## config.mk

```make
export PLATFORM = sky130hd
export DESIGN_NAME = mc_ctrl_fsm
export DESIGN_NICKNAME = d
export VERILOG_FILES = /design/src/rtl/mc_ctrl_fsm.sv
export SDC_FILE = /design/constraint.sdc
export NUM_CORES = 1
export LEC_CHECK = 0
export ABC_AREA = 1
export BUFFER_PORTS_ARGS = -buffer_cell sky130_fd_sc_hd__clkbuf_2
export CAP_MARGIN = 10
export CELL_PAD_IN_SITES_DETAIL_PLACEMENT = 0
export CELL_PAD_IN_SITES_GLOBAL_PLACEMENT = 2
export CORE_MARGIN = 4
export CORE_UTILIZATION = 21
export CTS_BUF_LIST = sky130_fd_sc_hd__clkbuf_8
export CTS_CLUSTER_DIAMETER = 120
export DETAILED_ROUTE_END_ITERATION = 8
export PLACE_DENSITY = 0.87
export SYNTH_ARGS = -nofsm -noshare
export SYNTH_HDL_FRONTEND = slang
export SYNTH_SLANG_ARGS = --single-unit
export TNS_END_PERCENT = 50
```

## constraint.sdc

```tcl
create_clock -name clk -period 1.5 [get_ports clk]
set_input_delay 0.15 -clock clk [delete_from_list [all_inputs] [get_ports clk]]
set_output_delay 0.15 -clock clk [all_outputs]
set_load 0.02 [all_outputs]
```

## src/rtl/mc_ctrl_fsm.sv

```systemverilog
`default_nettype none
// ============================================================================
// Module   : mc_ctrl_fsm
// Purpose  : Multi-cycle control FSM for an RV32I datapath. Sequences
//            IF/ID/EX/MEM/WB, decodes the IR opcode into an instruction
//            class plus immediate format, and drives the datapath strobes
//            and mux selects. Handshakes with instruction and data memory
//            through mem_ready, with a bounded wait that raises a sticky
//            bus error on timeout or on an illegal opcode.
// Ports    : clk, rst          - clock, asynchronous active-high reset
//            inst[31:0]        - IR contents (opcode sampled in ID)
//            mem_ready         - memory access complete (pulse or level)
//            br_taken          - branch comparison result (used in EX)
//            halt_req          - park the core between instructions
//            state[2:0]        - IF=0 ID=1 EX=2 MEM=3 WB=4 HALT=5 ERR=7
//            imem_re, ir_we, dmem_re, dmem_we, reg_we, pc_we - strobes
//            sext_op[2:0]      - immediate format (I=0 S=1 B=2 U=3 J=4)
//            alu_b_sel         - 0=rs2, 1=immediate
//            wb_sel[1:0]       - 0=ALU, 1=mem, 2=PC+4, 3=imm
//            npc_sel[1:0]      - 0=PC+4, 1=PC+imm, 2=ALU&~1
//            bus_err           - sticky timeout / illegal opcode flag
// Revision : 1.0 - initial release
// ============================================================================
module mc_ctrl_fsm #(
    parameter int TIMEOUT = 16,
    parameter int CNT_W   = 5
) (
    input  logic        clk,
    input  logic        rst,
    input  logic [31:0] inst,
    input  logic        mem_ready,
    input  logic        br_taken,
    input  logic        halt_req,
    output logic [2:0]  state,
    output logic        imem_re,
    output logic        ir_we,
    output logic        dmem_re,
    output logic        dmem_we,
    output logic        reg_we,
    output logic        pc_we,
    output logic [2:0]  sext_op,
    output logic        alu_b_sel,
    output logic [1:0]  wb_sel,
    output logic [1:0]  npc_sel,
    output logic        bus_err
);

    // Immediate format codes shared with the immediate extender.
    localparam logic [2:0] c_SEXT_I = 3'd0;
    localparam logic [2:0] c_SEXT_S = 3'd1;
    localparam logic [2:0] c_SEXT_B = 3'd2;
    localparam logic [2:0] c_SEXT_U = 3'd3;
    localparam logic [2:0] c_SEXT_J = 3'd4;

    // Last counter value before the timeout fires; a memory access that is
    // still pending in this cycle without mem_ready sends the FSM to ERR.
    localparam logic [CNT_W-1:0] c_CNT_LAST = CNT_W'(TIMEOUT - 1);

    typedef enum logic [2:0] {
        S_IF   = 3'd0,
        S_ID   = 3'd1,
        S_EX   = 3'd2,
        S_MEM  = 3'd3,
        S_WB   = 3'd4,
        S_HALT = 3'd5,
        S_ERR  = 3'd7
    } state_t;

    typedef enum logic [3:0] {
        C_R      = 4'd0,
        C_IALU   = 4'd1,
        C_LOAD   = 4'd2,
        C_STORE  = 4'd3,
        C_BRANCH = 4'd4,
        C_JAL    = 4'd5,
        C_JALR   = 4'd6,
        C_LUI    = 4'd7,
        C_AUIPC  = 4'd8
    } class_t;

    state_t           r_state;
    state_t           w_next;
    class_t           r_class;
    logic [2:0]       r_sext;
    logic [CNT_W-1:0] r_cnt;

    class_t     w_dec_class;
    logic [2:0] w_dec_sext;
    logic       w_dec_legal;

    logic w_imem_re, w_ir_we, w_dmem_re, w_dmem_we, w_reg_we, w_pc_we;
    logic [1:0] w_npc_sel;
    logic       w_mem_wait;

    // Only the opcode field steers control; the rest of the IR feeds the
    // datapath directly.
    logic w_unused_inst_hi;
    assign w_unused_inst_hi = ^inst[31:7];

    // ------------------------------------------------------------------
    // Opcode decode (consumed only while in ID)
    // ------------------------------------------------------------------
    always_comb begin
        w_dec_class = C_IALU;
        w_dec_sext  = c_SEXT_I;
        w_dec_legal = 1'b1;
        case (inst[6:0])
            7'b0110011: begin w_dec_class = C_R;      w_dec_sext = c_SEXT_I; end
            7'b0010011: begin w_dec_class = C_IALU;   w_dec_sext = c_SEXT_I; end
            7'b0000011: begin w_dec_class = C_LOAD;   w_dec_sext = c_SEXT_I; end
            7'b0100011: begin w_dec_class = C_STORE;  w_dec_sext = c_SEXT_S; end
            7'b1100011: begin w_dec_class = C_BRANCH; w_dec_sext = c_SEXT_B; end
            7'b1101111: begin w_dec_class = C_JAL;    w_dec_sext = c_SEXT_J; end
            7'b1100111: begin w_dec_class = C_JALR;   w_dec_sext = c_SEXT_I; end
            7'b0110111: begin w_dec_class = C_LUI;    w_dec_sext = c_SEXT_U; end
            7'b0010111: begin w_dec_class = C_AUIPC;  w_dec_sext = c_SEXT_U; end
            default:    w_dec_legal = 1'b0;
        endcase
    end

    // ------------------------------------------------------------------
    // State, class, immediate format and wait counter registers
    // ------------------------------------------------------------------
    always_ff @(posedge clk or posedge rst) begin
        if (rst) begin
            r_state <= S_IF;
            r_class <= C_IALU;
            r_sext  <= c_SEXT_I;
            r_cnt   <= '0;
        end else begin
            r_state <= w_next;
            if (r_state == S_ID && w_dec_legal) begin
                r_class <= w_dec_class;
                r_sext  <= w_dec_sext;
            end
            // Any state change clears the counter, so it is zero on the
            // first cycle of every IF/MEM visit; it only advances while an
            // access stays pending.
            if (w_next != r_state) begin
                r_cnt <= '0;
            end else if (w_mem_wait && !mem_ready) begin
                r_cnt <= r_cnt + CNT_W'(1);
            end
        end
    end

    assign w_mem_wait = (r_state == S_IF) || (r_state == S_MEM);

    // ------------------------------------------------------------------
    // Next state and strobes
    // ------------------------------------------------------------------
    always_comb begin
        w_next    = r_state;
        w_imem_re = 1'b0;
        w_ir_we   = 1'b0;
        w_dmem_re = 1'b0;
        w_dmem_we = 1'b0;
        w_reg_we  = 1'b0;
        w_pc_we   = 1'b0;
        w_npc_sel = 2'd0;
        case (r_state)
            S_IF: begin
                // A zero counter marks the first IF cycle: a pending halt
                // request parks the core before any fetch is issued.
                if (r_cnt == '0 && halt_req) begin
                    w_next = S_HALT;
                end else begin
                    w_imem_re = 1'b1;
                    if (mem_ready) begin
                        w_ir_we = 1'b1;
                        w_next  = S_ID;
                    end else if (r_cnt == c_CNT_LAST) begin
                        w_next = S_ERR;
                    end
                end
            end
            S_ID: begin
                w_next = w_dec_legal ? S_EX : S_ERR;
            end
            S_EX: begin
                case (r_class)
                    C_BRANCH: begin
                        w_pc_we   = 1'b1;
                        w_npc_sel = br_taken ? 2'd1 : 2'd0;
                        w_next    = S_IF;
                    end
                    C_LOAD, C_STORE: w_next = S_MEM;
                    default:         w_next = S_WB;
                endcase
            end
            S_MEM: begin
                w_dmem_re = (r_class == C_LOAD);
                w_dmem_we = (r_class == C_STORE);
                if (mem_ready) begin
                    if (r_class == C_LOAD) begin
                        w_next = S_WB;
                    end else begin
                        w_pc_we = 1'b1;
                        w_next  = S_IF;
                    end
                end else if (r_cnt == c_CNT_LAST) begin
                    w_next = S_ERR;
                end
            end
            S_WB: begin
                w_reg_we = 1'b1;
                w_pc_we  = 1'b1;
                case (r_class)
                    C_JAL:   w_npc_sel = 2'd1;
                    C_JALR:  w_npc_sel = 2'd2;
                    default: w_npc_sel = 2'd0;
                endcase
                w_next = S_IF;
            end
            S_HALT: begin
                if (!halt_req) begin
                    w_next = S_IF;
                end
            end
            S_ERR: begin
                w_next = S_ERR;
            end
            default: begin
                w_next = S_ERR;
            end
        endcase
    end

    // ------------------------------------------------------------------
    // Class-driven datapath selects
    // ------------------------------------------------------------------
    always_comb begin
        alu_b_sel = 1'b0;
        wb_sel    = 2'd0;
        case (r_class)
            C_IALU:  alu_b_sel = 1'b1;
            C_LOAD:  begin alu_b_sel = 1'b1; wb_sel = 2'd1; end
            C_STORE: alu_b_sel = 1'b1;
            C_JAL:   wb_sel = 2'd2;
            C_JALR:  begin alu_b_sel = 1'b1; wb_sel = 2'd2; end
            C_LUI:   wb_sel = 2'd3;
            C_AUIPC: alu_b_sel = 1'b1;
            default: begin alu_b_sel = 1'b0; wb_sel = 2'd0; end
        endcase
    end

    // Strobes are masked by rst directly so an in-flight access is dropped
    // the moment reset asserts, independent of the clock.
    assign imem_re = w_imem_re & ~rst;
    assign ir_we   = w_ir_we   & ~rst;
    assign dmem_re = w_dmem_re & ~rst;
    assign dmem_we = w_dmem_we & ~rst;
    assign reg_we  = w_reg_we  & ~rst;
    assign pc_we   = w_pc_we   & ~rst;

    assign npc_sel = w_npc_sel;
    assign sext_op = r_sext;
    assign state   = r_state;
    // ERR is only left through reset, so the state itself is the sticky flag.
    assign bus_err = (r_state == S_ERR);

endmodule
`default_nettype wire

```

==> results of run 1 <==
-- tightest hold or removal path: cells and delay by family --
family	cells	cell delay (ps)
buf+inv	3	500
-- cell usage after synthesis --
| cell type | count |
|---|---|
| sky130_fd_sc_hd__a21oi_1 | 3 |
| sky130_fd_sc_hd__a22oi_1 | 1 |
| sky130_fd_sc_hd__a31oi_1 | 4 |
| sky130_fd_sc_hd__dfrtp_1 | 14 |
| sky130_fd_sc_hd__dfstp_2 | 1 |
| sky130_fd_sc_hd__ha_1 | 3 |
| sky130_fd_sc_hd__inv_1 | 31 |
| sky130_fd_sc_hd__inv_2 | 5 |
| sky130_fd_sc_hd__nand2_1 | 42 |
| sky130_fd_sc_hd__nand2_2 | 6 |
| sky130_fd_sc_hd__nand3_1 | 12 |
| sky130_fd_sc_hd__nand3_2 | 3 |
| sky130_fd_sc_hd__nand3b_1 | 1 |
| sky130_fd_sc_hd__nand4_1 | 2 |
| sky130_fd_sc_hd__nor2_1 | 37 |
| sky130_fd_sc_hd__nor2_2 | 3 |
| sky130_fd_sc_hd__nor2_4 | 1 |
| sky130_fd_sc_hd__nor3_1 | 5 |
| sky130_fd_sc_hd__o2111ai_1 | 1 |
| sky130_fd_sc_hd__o211ai_1 | 2 |
| sky130_fd_sc_hd__o21ai_0 | 12 |
| sky130_fd_sc_hd__o41ai_1 | 1 |
| sky130_fd_sc_hd__xnor2_1 | 1 |
| sky130_fd_sc_hd__xor2_1 | 2 |
-- what timing repair did --
| item | 4_1_cts | 5_1_grt |
|---|---|---|
| gates resized for setup | 25 | 66 |
| endpoints found under the setup margin | 14 | 24 |
| hold buffers | 0 | 0 |
| setup buffers | 12 | 4 |
| pin swaps | 12 | 15 |
-- path summary, 6_finish.rpt --
| kind | cells after the start | to | start | slack (ps) |
|---|---|---|---|---|
| setup / recovery | 13 | r_cnt[3] | r_cnt[1] | -220 |
| hold / removal | 3 | sext_op[2] | rst | 50 |
| setup reg to reg | 13 | r_cnt[3] | r_cnt[1] | -220 |
| hold reg to reg | 2 | sext_op[2] | sext_op[2] | 490 |
| max in group asynchronous | 3 | r_class[0] | rst | 1210 |
| min in group clk | 2 | r_class[3] | inst[6] | 140 |
-- power by group --
| part | internal (W) | switching (W) |
|---|---|---|
| logic | 0.0000276 | 0.0000527 |
| registers | 0.000405 | 0.000000349 |
| clock network | 0.000184 | 0.000138 |
| total | 0.000616 | 0.000191 |
-- registers in the layout, summed over array words and instances (netlist names) --
signal and cells:
sext_op 3, state 3, r_cnt 5, r_class 4
-- layer usage --
metal,vias to the layer above,global-route usage (%)
met4,0,3.51
li1,778,-
met3,4,1.48
met5,-,0
met1,659,14.0
met2,27,15.6
-- per-stage QoR --
step,cells,area (µm²),utilization (%),setup slack [ps]
6_report,344,2130,38.2,-222
5_1_grt,344,2130,38.2,-376
2_1_floorplan,193,1220,-,-87.3
4_1_cts,340,1900,34.1,-210
3_3_place_gp,324,1680,30.2,-224
3_5_place_dp,324,1680,30.2,-228
-- cells by family after synthesis --
logic type | share of synthesized area (%)
and+or+nand+nor | 41.1
AOI/OAI and AO/OA | 11.5
adders and majority gates | 3.09
xor gates and xnor gates | 2.16
buffers and inverters | 11.1
DFF | 31.0
-- layout make-up --
type	count	area (µm²)	share of cell area, %
multi-input cells	142	898	42.2
repair buffers	75	571	26.8
flip-flops and latches	15	380	17.9
inverters	36	143	6.70
well taps	72	90.1	4.23
clock buffers	3	41.3	1.94
clock inverters	1	5.00	0.235
==> run metrics, run 1 <==
outcome complete, but fails checks; violations in the final reports negative setup slack; crit start category flip-flop; max cap viols 0; Max FO, Critical Path 5; boundary pin count 55; average wire length per cell after detail routing 10.1 µm; endpoint arrival time on the critical path 1900 ps; final hold violation count 0; worst setup path category reg2reg; antenna violations before repair 0; GP Congestion 0.784; number of input and output port buffers inserted 29; Worst Clk Skew 4.37 ps; share of post-route cells with drive strength above 1 51.8%; Post-Route Hold Slack 47.3 ps; cells along the critical path ha_2, inv_2, nor2_2, ha_2, inv_2, nand2_1, nand3_1, nand2_2, nor2_4, nand3_1, nand2_2, nand3_4, nor2_4; detailed-router iteration count before antenna repair 4; Post-Synthesis Net Count 233; gr usage total 10.0%; most area-hungry cell type in the Yosys netlist sky130_fd_sc_hd__dfrtp_1; Layout Nets 313; Total Wirelength 3480 µm; count of state elements after synthesis 15; Buffers & Inverters on Critical Path 2; top cells by area, synth sky130_fd_sc_hd__dfrtp_1 29%, sky130_fd_sc_hd__nand2_1 13%, sky130_fd_sc_hd__nor2_1 11%, sky130_fd_sc_hd__inv_1 9.6%, sky130_fd_sc_hd__nand3_1 4.9%; total of fill cells in the finished design 567; maximum number of pins on one net before global-route repair 16; slew margin rel. 79.3%; die outline height 84.1 µm; power density over the cells 379 nW/µm²; leakage power summed over all cells 1.06 nW; Min Clock Period, post-route 1720 ps; Met1 Wirelength 1720 µm; kind of cell adding the most delay to the critical path simple AND/OR/NAND/NOR gates; share of the synthesized area in the top cell type 28.8%; floorplan core area 5570 µm²; Antenna Diode Count 0; global-route wire length before repair 5980 µm; count of H-tree levels built during CTS 1; maximum operating frequency 0.581 GHz; Worst Tran Pin Value 309 ps; vias in the first global route 1353; die boundary width 84.1 µm; cell area after synthesis 1210 µm²; met2 routed WL 1590 µm; clk buf depth 2; clock-pin slew reported for the worst setup and hold paths after clock tree synthesis 60 ps; ANT nets after route 0; Root Driver sky130_fd_sc_hd__clkbuf_8; final-layout setup total negative slack -1790 ps; DRC violations left 0; clock tree sinks 15; YS warnings 0; RSZ-0062 raised after global routing yes; GR Overflow Total 0; synthesized area divided by synthesized cell count 6.29 µm²; IR Drop Worst-Case VDD 0.187 mV; gate count of the mapped netlist 193; path type of the worst min-delay path in2async; power consumption 0.000807 W; CTS tree built; cts bufs inserted 3; Pins Over Slew Limit 0; Clk Latency, worst-skew pair 250 ps; Die ar. 7070 µm²; kind of capture point of the worst setup path flip-flop; drt initial violations 51; starting density of the core 21.8%; distinct cell type count of the synthesized netlist 24; cell row count 27; crit path max-delay cell type sky130_fd_sc_hd__dfrtp_1; metal3 WL 125 µm; Crit path required time 1680 ps; highest-count cells in the layout ignoring fill and taps 45 x sky130_fd_sc_hd__buf_4, 35 x sky130_fd_sc_hd__nand2_1, 25 x sky130_fd_sc_hd__inv_1, 25 x sky130_fd_sc_hd__nor2_1, 18 x sky130_fd_sc_hd__clkbuf_2; most common cell after layout, fill and taps aside sky130_fd_sc_hd__buf_4; longest individual stage delay on the worst path 400 ps; average via count per standard cell 4.27; highest metal layer used by the detailed router met4; final setup violation count 15; ratio of final minimum period to clock period 115%; setup slack after layout -222 ps; area growth from synthesis to layout 75.2%; share of synthesized area occupied by flip-flops and latches 31.0%; total via count after detailed routing 1468; post-DP HPWL 2770 µm
Power figures use the tool's default switching activity.
==> run 2, diff against run 1 <==
--- a/config.mk
+++ b/config.mk
@@ -7,15 +7,15 @@
 export LEC_CHECK = 0
 export ABC_AREA = 1
 export BUFFER_PORTS_ARGS = -buffer_cell sky130_fd_sc_hd__clkbuf_2
-export CAP_MARGIN = 10
+export CAP_MARGIN = 30
 export CELL_PAD_IN_SITES_DETAIL_PLACEMENT = 0
 export CELL_PAD_IN_SITES_GLOBAL_PLACEMENT = 2
 export CORE_MARGIN = 4
-export CORE_UTILIZATION = 21
+export CORE_UTILIZATION = 24
 export CTS_BUF_LIST = sky130_fd_sc_hd__clkbuf_8
 export CTS_CLUSTER_DIAMETER = 120
 export DETAILED_ROUTE_END_ITERATION = 8
-export PLACE_DENSITY = 0.87
+export PLACE_DENSITY = 0.93
 export SYNTH_ARGS = -nofsm -noshare
 export SYNTH_HDL_FRONTEND = slang
 export SYNTH_SLANG_ARGS = --single-unit
==> constraint.sdc (replaced) <==
create_clock -name clk -period 1.8 [get_ports clk]
set_input_delay 0.18 -clock clk [delete_from_list [all_inputs] [get_ports clk]]
set_output_delay 0.18 -clock clk [all_outputs]
set_load 0.02 [all_outputs]
==> run metrics, run 2 (synthesis results as in run 1) <==
maximum number of pins on one net before global-route repair 9 (was 16); R2R Path End r_cnt[4] (was r_cnt[3]); violations in the final reports negative setup slack (unchanged); final setup violation count 1 (was 15); crit path max-delay cell type sky130_fd_sc_hd__dfrtp_1 (unchanged); maximum operating frequency 0.554 GHz (was 0.581 GHz); area growth from synthesis to layout 33.6% (was 75.2%); count of H-tree levels built during CTS 1 (unchanged); average via count per standard cell 4.31 (was 4.27); die boundary width 79.2 µm (was 84.1 µm); Root Driver sky130_fd_sc_hd__clkbuf_8 (unchanged); Top Registers r_cnt (5), r_class (4) (unchanged); metal3 WL 198 µm (was 125 µm); setup slack after layout -5.02 ps (was -222 ps); longest individual stage delay on the worst path 400 ps (about the same); Min Clock Period, post-route 1810 ps (was 1720 ps); cell row count 25 (was 27); register area 378 µm² (was 380 µm²); Buffers & Inverters on Critical Path 1 (was 2); floorplan core area 4820 µm² (was 5570 µm²); R2R cell count 13 (unchanged); boundary pin count 55 (unchanged); highest metal layer used by the detailed router met4 (unchanged); power density over the cells 407 nW/µm² (was 379 nW/µm²); vias in the first global route 1165 (was 1353); R2R setup slack -5 ps (was -220 ps); crit-path most repeated cell sky130_fd_sc_hd__nor2_1; clk buf depth 2 (unchanged); GP Congestion 0.822 (was 0.784); crit start category flip-flop (unchanged); clock-pin slew reported for the worst setup and hold paths after clock tree synthesis 60 ps (about the same); RSZ-0062 raised after global routing yes (unchanged); antenna violations before repair 0 (unchanged); max cap viols 0 (unchanged); most common cell after layout, fill and taps aside sky130_fd_sc_hd__nand2_1 (was sky130_fd_sc_hd__buf_4); Post-Route Hold Slack 23.5 ps (was 47.3 ps); total of fill cells in the finished design 557 (was 567); clock tree sinks 15 (unchanged); gr usage total 9.73% (was 10.0%); cts bufs inserted 3 (unchanged); number of flip-flops under the largest register name 5 (unchanged); die outline height 79.2 µm (was 84.1 µm); Clk Latency, worst-skew pair 240 ps (was 250 ps); kind of capture point of the worst setup path flip-flop (unchanged); global-route wire length before repair 5110 µm (was 5980 µm); Setup WS pre-CTS 17.1 ps (was -228 ps); detailed-router iteration count before antenna repair 4 (unchanged); outcome complete, but fails checks (unchanged); worst setup path category reg2reg (unchanged); CTS tree built (unchanged); endpoint arrival time on the critical path 1980 ps (was 1900 ps); average wire length per cell after detail routing 10.3 µm (was 10.1 µm); Total Wirelength 3100 µm (was 3480 µm); Reg2Reg Launch Point r_cnt[1] (unchanged); Cell Count Post-Placement 294 (was 324); drt initial violations 44 (was 51); Worst Tran Pin Value 311 ps (was 309 ps); share of post-route cells with drive strength above 1 33.9% (was 51.8%); Layout Nets 274 (was 313); DRC violations left 0 (unchanged); kind of cell adding the most delay to the critical path simple AND/OR/NAND/NOR gates (unchanged); Biggest register r_cnt (unchanged); starting density of the core 25.2% (was 21.8%); Critical Path Source r_cnt[1] (unchanged); total stage count of the critical path 13 (unchanged); IR Drop Worst-Case VDD 0.158 mV (was 0.187 mV); Max FO, Critical Path 5 (unchanged); final cell count without fillers 300 (was 344); slew margin rel. 79.2% (was 79.3%); leakage power summed over all cells 0.845 nW (was 1.06 nW); ratio of final minimum period to clock period 100% (was 115%); path type of the worst min-delay path in2async (unchanged); cells along the critical path ha_2, inv_2, nor2_2, ha_2, nor2_1, nor2_1, nand2_1, nand3b_1, nor2_1, nand2_1, nand2_2, nand3_4, nor2_2 (was ha_2, inv_2, nor2_2, ha_2, inv_2, nand2_1, nand3_1, nand2_2, nor2_4, nand3_1, nand2_2, nand3_4, nor2_4); Pins Over Slew Limit 0 (unchanged); final hold violation count 0 (unchanged); Crit path required time 1980 ps (was 1680 ps); Met1 Wirelength 1560 µm (was 1720 µm); number of input and output port buffers inserted 29 (unchanged); post-DP HPWL 2500 µm (was 2770 µm); Worst Clk Skew 2.30 ps (was 4.37 ps); GR Overflow Total 0 (unchanged); Die ar. 6260 µm² (was 7070 µm²); met2 routed WL 1320 µm (was 1590 µm); ANT nets after route 0 (unchanged); Antenna Diode Count 0 (unchanged); total via count after detailed routing 1292 (was 1468); highest-count cells in the layout ignoring fill and taps 37 x sky130_fd_sc_hd__nand2_1, 32 x sky130_fd_sc_hd__nor2_1, 30 x sky130_fd_sc_hd__inv_1 (was 45 x sky130_fd_sc_hd__buf_4, 35 x sky130_fd_sc_hd__nand2_1, 25 x sky130_fd_sc_hd__inv_1, 25 x sky130_fd_sc_hd__nor2_1, 18 x sky130_fd_sc_hd__clkbuf_2); area of the multi-input gates 783 µm² (was 898 µm²)
[run 2: cell type report]
cell class	count	area share, %
clock buffer	3	2.54
tap	67	5.17
inverter	36	8.33
timing repair buffer	36	12.2
clock inverter	1	0.231
multi-input combinational	142	48.3
sequential	15	23.3
[run 2: what timing repair did]
item	CTS	global route
setup endpoints to repair	2	7
buffers inserted	0	2
gates cloned	0	0
pin swaps	2	14
hold endpoints to repair	0	0
hold buffers	0	0
resized for setup	4	22
[run 2: stage by stage]
step	power, W	setup TNS (ps)	util [%]	area, µm²
2_1_floorplan	0.000376	0	-	1210
3_3_place_gp	0.000405	-1.31	30.8	1480
3_5_place_dp	0.000405	0	30.8	1480
4_1_cts	0.000668	0	31.8	1530
5_1_grt	0.000693	-455	33.7	1620
6_report	0.000660	-5.02	33.7	1620
[run 2: routing by layer]
metal  GRT usage (%)  up-vias
li1                -      692
met1            13.9      566
met2            14.6       32
met3            2.15        2
met4            2.75        0
met5               0        -
[run 2: tightest hold or removal path: stages]
cell and delay (ps):
sky130_fd_sc_hd__clkbuf_2 110, sky130_fd_sc_hd__inv_1 120, sky130_fd_sc_hd__buf_4 190
[run 2: how the worst max path moves through the flow]
stage	to
after floorplan	r_cnt[2]
after global routing	r_cnt[4]
final	r_cnt[4]
after CTS	r_cnt[2]
after detailed placement	r_cnt[2]
after global placement	r_cnt[1]
[run 2: power breakdown]
group / internal [W] / switching, W
Combinational: 0.0000213 / 0.0000401
Clock: 0.000151 / 0.000111
Sequential: 0.000337 / 0.000000161
